### config.mk
export PLATFORM = sky130hd
export DESIGN_NAME = flow_controller
export DESIGN_NICKNAME = d
export VERILOG_FILES = /design/src/rtl/flow_pkg.sv /design/src/rtl/branch_condition.sv /design/src/rtl/flow_controller.sv
export SDC_FILE = /design/constraint.sdc
export NUM_CORES = 1
export LEC_CHECK = 0
export CORE_MARGIN = 2
export CORE_UTILIZATION = 45
export CTS_BUF_LIST = sky130_fd_sc_hd__clkbuf_2 sky130_fd_sc_hd__clkbuf_4 sky130_fd_sc_hd__clkbuf_8
export DETAILED_ROUTE_END_ITERATION = 10
export PLACE_DENSITY = 0.8
export SLEW_MARGIN = 10
export SYNTH_ARGS = -nofsm -noshare
export SYNTH_HDL_FRONTEND = slang
export SYNTH_SLANG_ARGS = --single-unit
### constraint.sdc
create_clock -name clock -period 4.3 [get_ports clock]
set_input_delay 0.43 -clock clock [delete_from_list [all_inputs] [get_ports clock]]
set_output_delay 0.43 -clock clock [all_outputs]
set_load 0.01 [all_outputs]
### src/rtl/flow_pkg.sv
// Shared constants and types for the flow_controller instruction sequencer.
package flow_pkg;

    localparam int WORD_W  = 16;
    localparam int FIELD_W = 4;

    // Opcodes held in instruction bits [15:12]; unlisted values execute as NOP.
    localparam logic [3:0] OP_NOP  = 4'h0;
    localparam logic [3:0] OP_ALUR = 4'h1;
    localparam logic [3:0] OP_ALUI = 4'h2;
    localparam logic [3:0] OP_LD   = 4'h3;
    localparam logic [3:0] OP_ST   = 4'h4;
    localparam logic [3:0] OP_PUSH = 4'h5;
    localparam logic [3:0] OP_POP  = 4'h6;
    localparam logic [3:0] OP_BR   = 4'h7;
    localparam logic [3:0] OP_HALT = 4'hF;

    // Branch condition codes carried in the f field of a BR word.
    localparam logic [3:0] COND_ALWAYS   = 4'h0;
    localparam logic [3:0] COND_ZERO     = 4'h1;
    localparam logic [3:0] COND_NZERO    = 4'h2;
    localparam logic [3:0] COND_SIGN     = 4'h3;
    localparam logic [3:0] COND_NSIGN    = 4'h4;

    // Datapath ALU pass-through functions used for address and jump moves.
    localparam logic [3:0] ALU_PASS_A = 4'hE;
    localparam logic [3:0] ALU_PASS_B = 4'hF;

    // Write-back source selection for the destination register.
    localparam logic [1:0] LOAD_NONE = 2'b00;
    localparam logic [1:0] LOAD_ALU  = 2'b01;
    localparam logic [1:0] LOAD_MEM  = 2'b10;
    localparam logic [1:0] LOAD_STK  = 2'b11;

    typedef enum logic [2:0] {
        ST_FETCH,
        ST_DECODE,
        ST_IMM,
        ST_IMMLATCH,
        ST_EXEC,
        ST_CHECK,
        ST_HALT
    } flow_state_t;

    // Opcodes whose second word is an immediate operand.
    function automatic logic needs_imm(input logic [3:0] op);
        return (op == OP_ALUI) || (op == OP_BR);
    endfunction

    // Opcodes whose result must be checked against the ALU error bit.
    function automatic logic is_alu_op(input logic [3:0] op);
        return (op == OP_ALUR) || (op == OP_ALUI);
    endfunction

endpackage

### src/rtl/branch_condition.sv
// Combinational evaluation of a BR condition against the register flag vectors.
module branch_condition
    import flow_pkg::*;
(
    input  logic [3:0]  f,
    input  logic [3:0]  rs,
    input  logic [15:0] zeroflag,
    input  logic [15:0] signflag,
    output logic        taken
);

    // Select the flag of register rs named by the condition code.
    always_comb begin
        // NOTE: default assignment first keeps this block free of inferred latches.
        taken = 1'b0;
        case (f)
            COND_ALWAYS: taken = 1'b1;
            COND_ZERO:   taken = zeroflag[rs];
            COND_NZERO:  taken = !zeroflag[rs];
            COND_SIGN:   taken = signflag[rs];
            COND_NSIGN:  taken = !signflag[rs];
            default:     taken = 1'b0;
        endcase
    end

endmodule

### src/rtl/flow_controller.sv
// Multi-cycle FETCH/DECODE/EXECUTE sequencer driving the datapath control inputs.
module flow_controller
    import flow_pkg::*;
(
    input  logic        clock,
    input  logic        reset,
    input  logic [15:0] instruction,
    input  logic [15:0] zeroflag,
    input  logic [15:0] signflag,
    input  logic [15:0] errorbit,
    output logic        program_counter_increment,
    output logic [3:0]  alu_op,
    output logic [3:0]  alu_a_select,
    output logic [3:0]  alu_b_select,
    output logic [3:0]  alu_out_select,
    output logic        alu_a_source,
    output logic        alu_b_source,
    output logic [15:0] alu_a_altern,
    output logic [15:0] alu_b_altern,
    output logic [1:0]  alu_load_src,
    output logic        alu_store_to_mem,
    output logic        alu_store_to_stk,
    output logic        halted,
    output logic        fault
);

    flow_state_t state;
    logic [15:0] ir;
    logic [15:0] imm;
    logic        br_taken;
    logic        enter_exec;

    logic [3:0] ir_op;
    logic [3:0] ir_rd;
    logic [3:0] ir_rs;
    logic [3:0] ir_f;

    assign ir_op = ir[15:12];
    assign ir_rd = ir[11:8];
    assign ir_rs = ir[7:4];
    assign ir_f  = ir[3:0];

    branch_condition u_branch_condition (
        .f        (ir_f),
        .rs       (ir_rs),
        .zeroflag (zeroflag),
        .signflag (signflag),
        .taken    (br_taken)
    );

    // Flag the clock edge on which the sequencer moves into EXEC.
    always_comb begin
        enter_exec = 1'b0;
        if (state == ST_IMMLATCH)
            enter_exec = 1'b1;
        else if (state == ST_DECODE && !needs_imm(ir_op) && ir_op != OP_HALT)
            enter_exec = 1'b1;
    end

    // Advance the instruction sequence and register every control output for the next state.
    always_ff @(posedge clock or posedge reset) begin
        if (reset) begin
            state                     <= ST_FETCH;
            ir                        <= '0;
            imm                       <= '0;
            program_counter_increment <= 1'b0;
            alu_op                    <= '0;
            alu_a_select              <= '0;
            alu_b_select              <= '0;
            alu_out_select            <= '0;
            alu_a_source              <= 1'b0;
            alu_b_source              <= 1'b0;
            alu_a_altern              <= '0;
            alu_b_altern              <= '0;
            alu_load_src              <= LOAD_NONE;
            alu_store_to_mem          <= 1'b0;
            alu_store_to_stk          <= 1'b0;
            halted                    <= 1'b0;
            fault                     <= 1'b0;
        end else begin
            // NOTE: controls fall back to idle every cycle, so a strobe lasts only the cycle that raises it.
            program_counter_increment <= 1'b0;
            alu_op                    <= '0;
            alu_a_select              <= '0;
            alu_b_select              <= '0;
            alu_out_select            <= '0;
            alu_a_source              <= 1'b0;
            alu_b_source              <= 1'b0;
            alu_a_altern              <= '0;
            alu_b_altern              <= '0;
            alu_load_src              <= LOAD_NONE;
            alu_store_to_mem          <= 1'b0;
            alu_store_to_stk          <= 1'b0;

            case (state)
                ST_FETCH: begin
                    // The word at PC has settled; capture it and consume it during DECODE.
                    ir                        <= instruction;
                    program_counter_increment <= 1'b1;
                    state                     <= ST_DECODE;
                end
                ST_DECODE: begin
                    if (needs_imm(ir_op)) begin
                        state <= ST_IMM;
                    end else if (ir_op == OP_HALT) begin
                        halted <= 1'b1;
                        state  <= ST_HALT;
                    end else begin
                        state <= ST_EXEC;
                    end
                end
                ST_IMM: begin
                    // Immediate word has settled; capture it and consume it during IMMLATCH.
                    imm                       <= instruction;
                    program_counter_increment <= 1'b1;
                    state                     <= ST_IMMLATCH;
                end
                ST_IMMLATCH: begin
                    state <= ST_EXEC;
                end
                ST_EXEC: begin
                    state <= is_alu_op(ir_op) ? ST_CHECK : ST_FETCH;
                end
                ST_CHECK: begin
                    if (errorbit[ir_rd]) begin
                        halted <= 1'b1;
                        fault  <= 1'b1;
                        state  <= ST_HALT;
                    end else begin
                        state <= ST_FETCH;
                    end
                end
                ST_HALT: begin
                    state <= ST_HALT;
                end
                default: begin
                    state <= ST_FETCH;
                end
            endcase

            // EXEC controls are loaded on the edge entering EXEC so they are stable for the datapath negedge.
            if (enter_exec) begin
                case (ir_op)
                    OP_ALUR: begin
                        alu_op         <= ir_f;
                        alu_a_select   <= ir_rd;
                        alu_b_select   <= ir_rs;
                        alu_out_select <= ir_rd;
                        alu_load_src   <= LOAD_ALU;
                    end
                    OP_ALUI: begin
                        alu_op         <= ir_f;
                        alu_a_select   <= ir_rd;
                        alu_b_source   <= 1'b1;
                        alu_b_altern   <= imm;
                        alu_out_select <= ir_rd;
                        alu_load_src   <= LOAD_ALU;
                    end
                    OP_LD, OP_POP: begin
                        alu_op         <= ALU_PASS_A;
                        alu_a_select   <= ir_rs;
                        alu_out_select <= ir_rd;
                        alu_load_src   <= (ir_op == OP_LD) ? LOAD_MEM : LOAD_STK;
                    end
                    OP_ST, OP_PUSH: begin
                        alu_op           <= ALU_PASS_A;
                        alu_a_select     <= ir_rs;
                        alu_out_select   <= ir_rd;
                        alu_store_to_mem <= (ir_op == OP_ST);
                        alu_store_to_stk <= (ir_op == OP_PUSH);
                    end
                    OP_BR: begin
                        // A taken branch writes the absolute target into register 0 (the PC).
                        if (br_taken) begin
                            alu_op         <= ALU_PASS_B;
                            alu_b_source   <= 1'b1;
                            alu_b_altern   <= imm;
                            alu_out_select <= 4'd0;
                            alu_load_src   <= LOAD_ALU;
                        end
                    end
                    default: begin
                    end
                endcase
            end
        end
    end

endmodule

==> impl_metrics.env <==
export IMPL_holdBufCountCts=0
export IMPL_most_numerous_cell_types_in_the_synthesized_netlist="75 x sky130_fd_sc_hd__dfrtp_1, 30 x sky130_fd_sc_hd__mux2_2, 17 x sky130_fd_sc_hd__and2_2, 17 x sky130_fd_sc_hd__buf_4, 14 x sky130_fd_sc_hd__nor2_1"
export IMPL_layout_nets=430
export IMPL_critPathLaunchType="flip-flop"
export IMPL_dpl_cell_count=452
export IMPL_clock_tree_from_tritoncts="built"
export IMPL_synth_top_area_cell="sky130_fd_sc_hd__dfrtp_1"
export IMPL_mappedNetlistArea_um2=3433
export IMPL_worst_path_max_fanout=17
export IMPL_drt_pre_antenna_iters=4
export IMPL_die_area_um2=8344
export IMPL_max_freq_mhz=336.7
export IMPL_maxSlewViolCount=0
export IMPL_worstSkewPairLatency_ns=0.34
export IMPL_path_class="flip-flop to flip-flop"
export IMPL_rows=31
export IMPL_result_of_the_run="completed"
export IMPL_whs_ns=0.4752
export IMPL_yosysTopAreaCellShare_pct=54.66
export IMPL_track_usage_pct=18.55
export IMPL_number_of_synthesized_register_bits=75
export IMPL_die_height_um=91.35
export IMPL_fp_coreArea_um2=7331
export IMPL_grt_antenna_before_repair=0
export IMPL_final_layout_size_suffix_gt1_share_pct=20.92
export IMPL_syn_instance_count=259
export IMPL_yosysWarnings=0
export IMPL_drc=0
export IMPL_layout_area_overhead_vs_synth_pct=35.97
export IMPL_grt_setup_unrepaired="no"
export IMPL_total_via_count_in_the_routed_design=2331
export IMPL_clk_pin_slew_ns=0.07
export IMPL_crit_path_start="ir[4]"
export IMPL_post_cts_setup_buffers=0
export IMPL_post_drt_via_cell_ratio=4.991
export IMPL_grt_start_max_net_pins=48
export IMPL_clockRootBuffer="sky130_fd_sc_hd__clkbuf_8"
export IMPL_endpoint_kind="flip-flop"
export IMPL_grt_pass1_vias=2423
export IMPL_hold_path_startpoint="fault"
export IMPL_cts_inserted_buffers=9
export IMPL_antenna_left=0
export IMPL_post_route_min_period_ns=2.970
export IMPL_fin_crit_sh_pct=69.07
export IMPL_synth_distinct_cells=40
export IMPL_syn_mean_instance_area_um2=13.26
export IMPL_pwr_density_cell_nw_per_um2=580.2
export IMPL_synth_top_cells_by_area="sky130_fd_sc_hd__dfrtp_1 55%, sky130_fd_sc_hd__mux2_2 9.8%, sky130_fd_sc_hd__mux4_1 6.1%, sky130_fd_sc_hd__mux4_2 3.9%, sky130_fd_sc_hd__and2_2 3.7%"
export IMPL_dr_first_iter_drc_count=149
export IMPL_clock_skew_ns=0.008457
export IMPL_grt_pass1_wl_um=11960
export IMPL_post_synth_top_count_cell="sky130_fd_sc_hd__dfrtp_1"
export IMPL_remaining_overflow_grt=0
export IMPL_cts_max_level=3
export IMPL_number_of_non_filler_instances_in_the_completed_layout=467
export IMPL_routed_wirelength_um=7192
export IMPL_insertedDiodeCount=0
export IMPL_place_detailed_hpwl_um=5328
export IMPL_yosysSeqAreaShare_pct=54.66
export IMPL_max_slew_worst_pin_slew_ns=0.9656
export IMPL_hp_class="flip-flop to flip-flop"
export IMPL_wl_per_cell_um=15.40
export IMPL_cts_sinks=75
export IMPL_finalSetupTns_ns=0
export IMPL_hold_viol=0
export IMPL_static_leakage_power_uw=0.002025
export IMPL_die_width_um=91.35
export IMPL_regToRegStartpoint="ir[4]"
export IMPL_slew_headroom_pct=35.53
export IMPL_setup_violations=0
export IMPL_synth_edf_count=0
export IMPL_gpl_final_weighted_congestion=0.8138
export IMPL_synth_async_sr_flop_share_pct=100.0
export IMPL_io_buffer_count=105
export IMPL_cts_repair_resize_count=0
export IMPL_initial_utilization_pct=46.83
export IMPL_cts_root_to_sink_buffers=2
export IMPL_critical_path_required_ns=4.58
export IMPL_cap_viol_max_count=0
export IMPL_critical_path_arrival_ns=3.25
export IMPL_yosys_most_used_dff="sky130_fd_sc_hd__dfrtp_1"
export IMPL_ios=123
export IMPL_vdd_drop_max_uv=218.5
==> layer usage <==
| layer | vias up | wire length [um] | track usage [%] |
|---|---|---|---|
| met4 | 0 | 178 | 7.702 |
| met5 | - | 0 | 0 |
| met3 | 15 | 407 | 3.900 |
| met2 | 91 | 3455 | 29.81 |
| li1 | 1093 | - | - |
| met1 | 1132 | 3151 | 24.60 |
==> flip-flops by register name (all words and copies together) (netlist names) <==
register	cells
alu_a_select	4
alu_b_altern	16
alu_b_select	4
alu_b_source	1
alu_load_src	2
alu_op	4
alu_out_select	4
alu_store_to_mem	1
alu_store_to_stk	1
fault	1
halted	1
imm	16
ir	16
program_counter_increment	1
state	3
==> critical path: stages, from the launching register on <==
cell and delay [ns]:
sky130_fd_sc_hd__dfrtp_1 0.68, sky130_fd_sc_hd__mux4_1 0.62, sky130_fd_sc_hd__mux4_2 0.50, sky130_fd_sc_hd__or3_1 0.34, sky130_fd_sc_hd__a211oi_2 0.31, sky130_fd_sc_hd__o31a_4 0.30
sky130_fd_sc_hd__and2_2 0.17
==> cell families after synthesis <==
family          after synthesis  share of synthesized area (%)
buf+inv                      33                          5.903
mux                          48                          21.06
flops                        75                          54.66
compound gates               19                          4.264
simple gates                 81                          13.48
xor+xnor                      2                         0.5103
other cells                   1                         0.1092
==> power by group <==
| part | total [uW] | internal, uW | switching (uW) |
|---|---|---|---|
| clock | 465 | 232 | 233 |
| sequential | 1210 | 943 | 270 |
| combinational | 1030 | 627 | 403 |
| total | 2710 | 1800 | 906 |
==> metrics by stage <==
stage	instance area [um^2]	worst slack, ns	total power (uW)	util [%]
finish	4668	1.330	2708	63.68
global route	4668	1.202	2888	63.68
CTS	4668	1.299	2738	63.68
detailed placement	4501	1.278	2265	61.39
global placement	4501	1.354	2234	61.39
floorplan	3493	1.705	1895	-
==> layout make-up <==
class                      instances  area, um^2
clock buffer                      12       152.6
clock inverter                     3       15.01
fill                             563        2663
inverter                           4       15.01
multi-input combinational        167        1419
sequential                        75        1877
tap                               99       123.9
timing repair buffer             107        1066
==> placed cells by master, fill, tap and decap left out, types with 4 or more instances in the layout <==
cell,synthesis,final
sky130_fd_sc_hd__a22oi_1,4,4
sky130_fd_sc_hd__mux2_2,30,30
sky130_fd_sc_hd__mux4_2,6,6
sky130_fd_sc_hd__nor2_1,14,14
sky130_fd_sc_hd__conb_1,1,17
sky130_fd_sc_hd__mux4_1,8,8
sky130_fd_sc_hd__mux2i_1,4,4
sky130_fd_sc_hd__and2_1,9,9
sky130_fd_sc_hd__nand2_1,10,10
sky130_fd_sc_hd__nand2b_1,5,5
sky130_fd_sc_hd__dfrtp_1,75,75
sky130_fd_sc_hd__clkbuf_8,0,10
sky130_fd_sc_hd__clkdlybuf4s50_1,0,105
sky130_fd_sc_hd__nor3_1,7,6
sky130_fd_sc_hd__o21ai_0,4,4
sky130_fd_sc_hd__nand3_1,4,4
sky130_fd_sc_hd__and2_2,17,17
==> path summary, 6_finish.rpt <==
path / cells past startpoint / slack [ns] / endpoint
max: 6 / 1.33 / alu_b_altern[15]
min: 1 / 0.48 / fault
max reg2reg: 6 / 1.33 / alu_b_altern[15]
min reg2reg: 1 / 0.48 / fault
max in group asynchronous: 3 / 2.74 / alu_store_to_mem
min in group asynchronous: 2 / 0.64 / alu_b_altern[11]
Note: power is estimated with default switching activity, not from simulation.
